===== config.mk =====
export PLATFORM = sky130hd
export DESIGN_NAME = fetch_unit
export DESIGN_NICKNAME = d
export VERILOG_FILES = /design/src/rtl/fetch_unit.sv
export SDC_FILE = /design/constraint.sdc
export NUM_CORES = 1
export LEC_CHECK = 0
export ABC_AREA = 1
export CORE_UTILIZATION = 40
export DETAILED_ROUTE_END_ITERATION = 7
export MAX_ROUTING_LAYER = met4
export PLACE_DENSITY = 0.81
export SLEW_MARGIN = 5
export SYNTH_ARGS = -nofsm -noshare
export SYNTH_HDL_FRONTEND = slang
export SYNTH_SLANG_ARGS = --single-unit
export TNS_END_PERCENT = 20

===== constraint.sdc =====
create_clock -name CLK -period 2.09 [get_ports CLK]
set_input_delay 0.418 -clock CLK [delete_from_list [all_inputs] [get_ports CLK]]
set_output_delay 0.418 -clock CLK [all_outputs]
set_load 0.005 [all_outputs]

===== src/rtl/fetch_unit.sv =====
// Instruction fetch stage for the single-cycle RV32I core: owns the PC, fetches
// one instruction per retire over a req/ack handshake and computes the next PC.
module fetch_unit #(
    parameter logic [31:0] RESET_PC = 32'h0000_0000,
    parameter int unsigned TIMEOUT  = 16
) (
    input  logic        CLK,
    input  logic        RST,
    output logic [31:0] IMEM_ADDR,
    output logic        IMEM_REQ,
    input  logic [31:0] IMEM_RDATA,
    input  logic        IMEM_ACK,
    input  logic        RETIRE,
    input  logic        PC_SRC,
    input  logic        JALR,
    input  logic [31:0] BR_TARGET,
    input  logic [31:0] JALR_TARGET,
    output logic [31:0] PC,
    output logic [31:0] PC_PLUS4,
    output logic [31:0] INSTR,
    output logic        INSTR_VALID,
    output logic [6:0]  OPCODE,
    output logic [2:0]  FUNCT3,
    output logic        FUNCT7,
    output logic        MISALIGN,
    output logic        FETCH_ERR
);

    localparam logic [1:0] S_IDLE  = 2'd0;
    localparam logic [1:0] S_FETCH = 2'd1;
    localparam logic [1:0] S_ISSUE = 2'd2;
    localparam logic [1:0] S_HALT  = 2'd3;

    localparam int unsigned     CNT_W       = (TIMEOUT > 1) ? $clog2(TIMEOUT + 1) : 1;
    localparam logic [CNT_W-1:0] TIMEOUT_CNT = CNT_W'(TIMEOUT);
    localparam bit              TIMEOUT_EN  = (TIMEOUT != 0);

    logic [1:0]       state, state_nxt;
    logic [31:0]      pc, pc_nxt;
    logic [31:0]      instr, instr_nxt;
    logic [CNT_W-1:0] cnt, cnt_nxt, cnt_inc;
    logic             misalign, misalign_nxt;
    logic             fetch_err, fetch_err_nxt;
    logic [31:0]      seq_pc, jalr_pc, next_pc;
    logic             valid;

    assign seq_pc  = pc + 32'd4;
    // JALR clears bit 0 of the computed target before alignment is judged
    assign jalr_pc = JALR_TARGET & ~32'd1;
    assign next_pc = !PC_SRC ? seq_pc : (JALR ? jalr_pc : BR_TARGET);
    assign cnt_inc = cnt + 1'b1;

    always_comb begin
        state_nxt     = state;
        pc_nxt        = pc;
        instr_nxt     = instr;
        cnt_nxt       = cnt;
        misalign_nxt  = misalign;
        fetch_err_nxt = fetch_err;
        case (state)
            S_IDLE: state_nxt = S_FETCH;
            S_FETCH: begin
                if (IMEM_ACK) begin
                    instr_nxt = IMEM_RDATA;
                    cnt_nxt   = '0;
                    state_nxt = S_ISSUE;
                end else begin
                    cnt_nxt = cnt_inc;
                    if (TIMEOUT_EN && (cnt_inc == TIMEOUT_CNT)) begin
                        fetch_err_nxt = 1'b1;
                        state_nxt     = S_HALT;
                    end
                end
            end
            S_ISSUE: begin
                if (RETIRE) begin
                    if (next_pc[1:0] != 2'b00) begin
                        misalign_nxt = 1'b1;
                        state_nxt    = S_HALT;
                    end else begin
                        pc_nxt    = next_pc;
                        state_nxt = S_FETCH;
                    end
                end
            end
            default: state_nxt = S_HALT;  // HALT leaves only through reset
        endcase
    end

    always_ff @(posedge CLK or negedge RST) begin
        if (!RST) begin
            state     <= S_IDLE;
            pc        <= RESET_PC;
            instr     <= '0;
            cnt       <= '0;
            misalign  <= 1'b0;
            fetch_err <= 1'b0;
        end else begin
            state     <= state_nxt;
            pc        <= pc_nxt;
            instr     <= instr_nxt;
            cnt       <= cnt_nxt;
            misalign  <= misalign_nxt;
            fetch_err <= fetch_err_nxt;
        end
    end

    // Fields read as zero between instructions so the control unit idles
    assign valid       = (state == S_ISSUE);
    assign INSTR_VALID = valid;
    assign IMEM_REQ    = (state == S_FETCH);
    assign IMEM_ADDR   = pc;
    assign PC          = pc;
    assign PC_PLUS4    = seq_pc;
    assign INSTR       = instr;
    assign OPCODE      = valid ? instr[6:0]   : 7'd0;
    assign FUNCT3      = valid ? instr[14:12] : 3'd0;
    assign FUNCT7      = valid ? instr[30]    : 1'b0;
    assign MISALIGN    = misalign;
    assign FETCH_ERR   = fetch_err;

endmodule


==> results <==
==> per-layer routing <==
layer  GRT usage [%]  vias to the layer above  wire [um]
met3           6.165                       38       1471
met1           30.61                     2504       6185
li1                -                     2482          -
met4           10.57                        0        456
met2           52.79                      273       8782
met5               -                        -          0
==> cells by family (layout without fill, tap and decap cells) <==
logic type	Yosys count	in the layout	share of synthesized area, %
muxes	22	22	5.319
DFF	73	73	39.42
AOI/OAI and AO/OA	92	92	10.91
adders and majority gates	2	2	0.5399
buffers and inverters	107	405	12.64
and+or+nand+nor	299	299	28.00
xor gates and xnor gates	16	16	3.186
==> per-stage QoR <==
stage                     instance area, um^2  utilization [%]
after floorplan                          4634                -
after global placement                   7433            67.10
after detailed placement                 7433            67.10
after CTS                                8055            72.71
after global routing                     8157            73.63
final                                    8157            73.63
==> state kept, by name, summed over array words and instances (netlist names) <==
register,count
IMEM_ADDR,32
INSTR,32
cnt,5
state,2
FETCH_ERR,1
MISALIGN,1
==> power breakdown <==
group / leakage (nW) / internal [W] / switching [W]
clock: 0.162 / 0.00117 / 0.000618
sequential: 0.875 / 0.00190 / 0.000395
combinational: 2.72 / 0.00208 / 0.00131
total: 3.76 / 0.00515 / 0.00233
==> cell type report <==
type                    instances  area, um^2
well taps                     140       175.2
clock inverters                 7       118.9
inverters                      51       203.9
fillers                       803        2922
clock buffers                   9       225.2
repair buffers                338        3163
multi-input cells             431        2444
flip-flops and latches         73        1827
==> synth_stat cells (2+ instances only) <==
cell	number	area (um^2)
inv_6	2	17.52
xnor2_1	3	26.28
ha_1	2	25.02
inv_1	47	176.4
inv_2	2	7.510
nand3_1	19	95.09
o21ai_0	31	155.2
dfrtp_1	73	1827
o21ai_1	9	45.04
nand3b_1	4	30.03
buf_6	2	22.52
buf_2	8	40.04
nor2_2	8	50.05
nand2_1	134	503.0
a21oi_2	3	26.28
buf_4	37	277.8
nand2_4	3	33.78
xor2_1	12	105.1
o22ai_1	2	12.51
a21oi_1	32	160.2
and2_1	3	18.77
nor2_1	109	409.1
a31o_2	2	17.52
a31oi_1	9	56.30
clkbuf_1	8	30.03
nand2_2	10	62.56
mux2_2	21	236.5
nor2_4	7	78.83
==> worst max-delay path by stage <==
| stage | start | to | slack [ns] | cells past startpoint |
|---|---|---|---|---|
| after detailed placement | IMEM_ADDR[2]$_DFFE_PN0P_ | PC_PLUS4[26] | -0.16 | 9 |
| after CTS | IMEM_ADDR[2]$_DFFE_PN0P_ | PC_PLUS4[26] | -0.22 | 9 |
| after global routing | IMEM_ADDR[2]$_DFFE_PN0P_ | PC_PLUS4[26] | -0.32 | 10 |
| after global placement | IMEM_ADDR[2]$_DFFE_PN0P_ | PC_PLUS4[26] | -0.12 | 9 |
| final | IMEM_ADDR[2]$_DFFE_PN0P_ | PC_PLUS4[26] | -0.21 | 10 |
| after floorplan | IMEM_ADDR[2]$_DFFE_PN0P_ | PC_PLUS4[26] | 0.34 | 7 |
==> timing repair <==
item | 4_1_cts | 5_1_grt
hold buffers | 1 | 0
pin swaps | 29 | 24
endpoints found under the hold margin | 21 | 0
buffers inserted | 23 | 7
endpoints found under the setup margin | 40 | 35
gates resized for setup | 130 | 44
==> results.json <==
{
  "crit_path_start_kind": "register",
  "r2r_end": "IMEM_ADDR[21]$_DFFE_PN0P_",
  "finalSetupViolCount": 23,
  "cts_buffer_depth": 2,
  "grt_pass1_vias": 5393,
  "drc_errors": 0,
  "outcome": "finished, violations left",
  "drive_gt1_share_pct": 26.40,
  "worstHoldPathCells": 1,
  "r2r_slack_ns": 0.28,
  "wl_um": 16900,
  "r2r_cells": 12,
  "syn_area_per_cell_um2": 7.585,
  "dp_cells": 1005,
  "worstPathArrival_ns": 1.89,
  "grt-ovfl-total": 0,
  "synthCells": 611,
  "rsz0062_at_grt": "true",
  "synth_seq_area_share_pct": 39.42,
  "whs_endpoint": "MISALIGN$_DFFE_PN0P_",
  "area_delta_synth_final_pct": 76.00,
  "die_w_um": 109.6,
  "syn_nets": 715,
  "layoutNonFillerInstCount": 1049,
  "setup_slack_ns": -0.2145,
  "power.density_nw_per_um2": 916.3,
  "clock-root-buffer": "clkbuf_16",
  "whs_ns": 0.4818,
  "power_w": 0.007474,
  "drt_iter0_drc": 247,
  "hp-class": "register to register",
  "via_per_inst": 5.050,
  "cts_max_level": 3,
  "grt_start_max_net_pins": 45,
  "io_buffer_count": 243,
  "cp_max_fo": 4,
  "yosys_warnings": 0,
  "hpwl_um": 12360,
  "r2r-start": "IMEM_ADDR[10]$_DFFE_PN0P_",
  "critPathMaxStageDelay_ns": 0.43,
  "fp-row-count": 38,
  "track_usage_pct": 28.91,
  "path_class": "register to output pin",
  "die_y_um": 109.6,
  "fin_tns_setup_ns": -2.395,
  "hold_path_startpoint": "MISALIGN$_DFFE_PN0P_",
  "critPathTopFamily": "simple AND/OR/NAND/NOR gates",
  "synthArstFlopShare_pct": 100.0,
  "hold_viol": 0,
  "grt_antenna_before_repair": 0,
  "diodes": 0,
  "vdd_drop_max_uv": 661.8,
  "synth_area_um2": 4634,
  "ys_ff_latch": 73,
  "critPathSlowestCell": "dfrtp_1",
  "place.gp.congestion": 0.8979,
  "synth_top_flop_cell": "dfrtp_1",
  "finalCritPeriodShare_pct": 110.3,
  "endpoint_kind": "output pin",
  "cts_sinks": 73,
  "mostFrequentLayoutCells": "212 x clkdlybuf4s50_1, 117 x nand2_1, 105 x nor2_1, 74 x buf_4, 73 x dfrtp_1",
  "grt_pass1_wl_um": 25650,
  "slew_headroom_pct": 76.90,
  "slew_viol_final": 0,
  "leakage_nw": 3.758,
  "dr.pass1.iters": 5,
  "clk_pin_slew_ns": 0.06,
  "failed_checks": "negative setup slack",
  "ios": 245,
  "dieArea_um2": 12020,
  "ant_nets": 0,
  "worstPathRequired_ns": 1.67,
  "worst-path-buf-inv": 3,
  "core_um2": 11080,
  "tightest_slew_ns": 0.3465,
  "start_util_pct": 41.83,
  "fin_skew_ns": 0.003641,
  "clock_latency_ns": 0.33,
  "vias": 5297,
  "tritoncts": "done",
  "cts_buffers": 9,
  "wl_per_cell_um": 16.11,
  "crit_chain": "ha_4 -> nand3_4 -> inv_4 -> nand2_8 -> nor2_4 -> buf_6 -> nand2_1 -> nand2_1 -> and2_4 -> buf_6",
  "pre_cts_slack_ns": -0.1626,
  "mostFrequentLayoutCell": "clkdlybuf4s50_1",
  "fmax_mhz": 433.9,
  "finalCriticalPeriod_ns": 2.304,
  "maxCapViolCount": 0,
  "final_nets": 1008,
  "synth_edf_count": 0,
  "synthDistinctLibCells": 37
}
No activity file was read; power rests on OpenSTA's default activity.
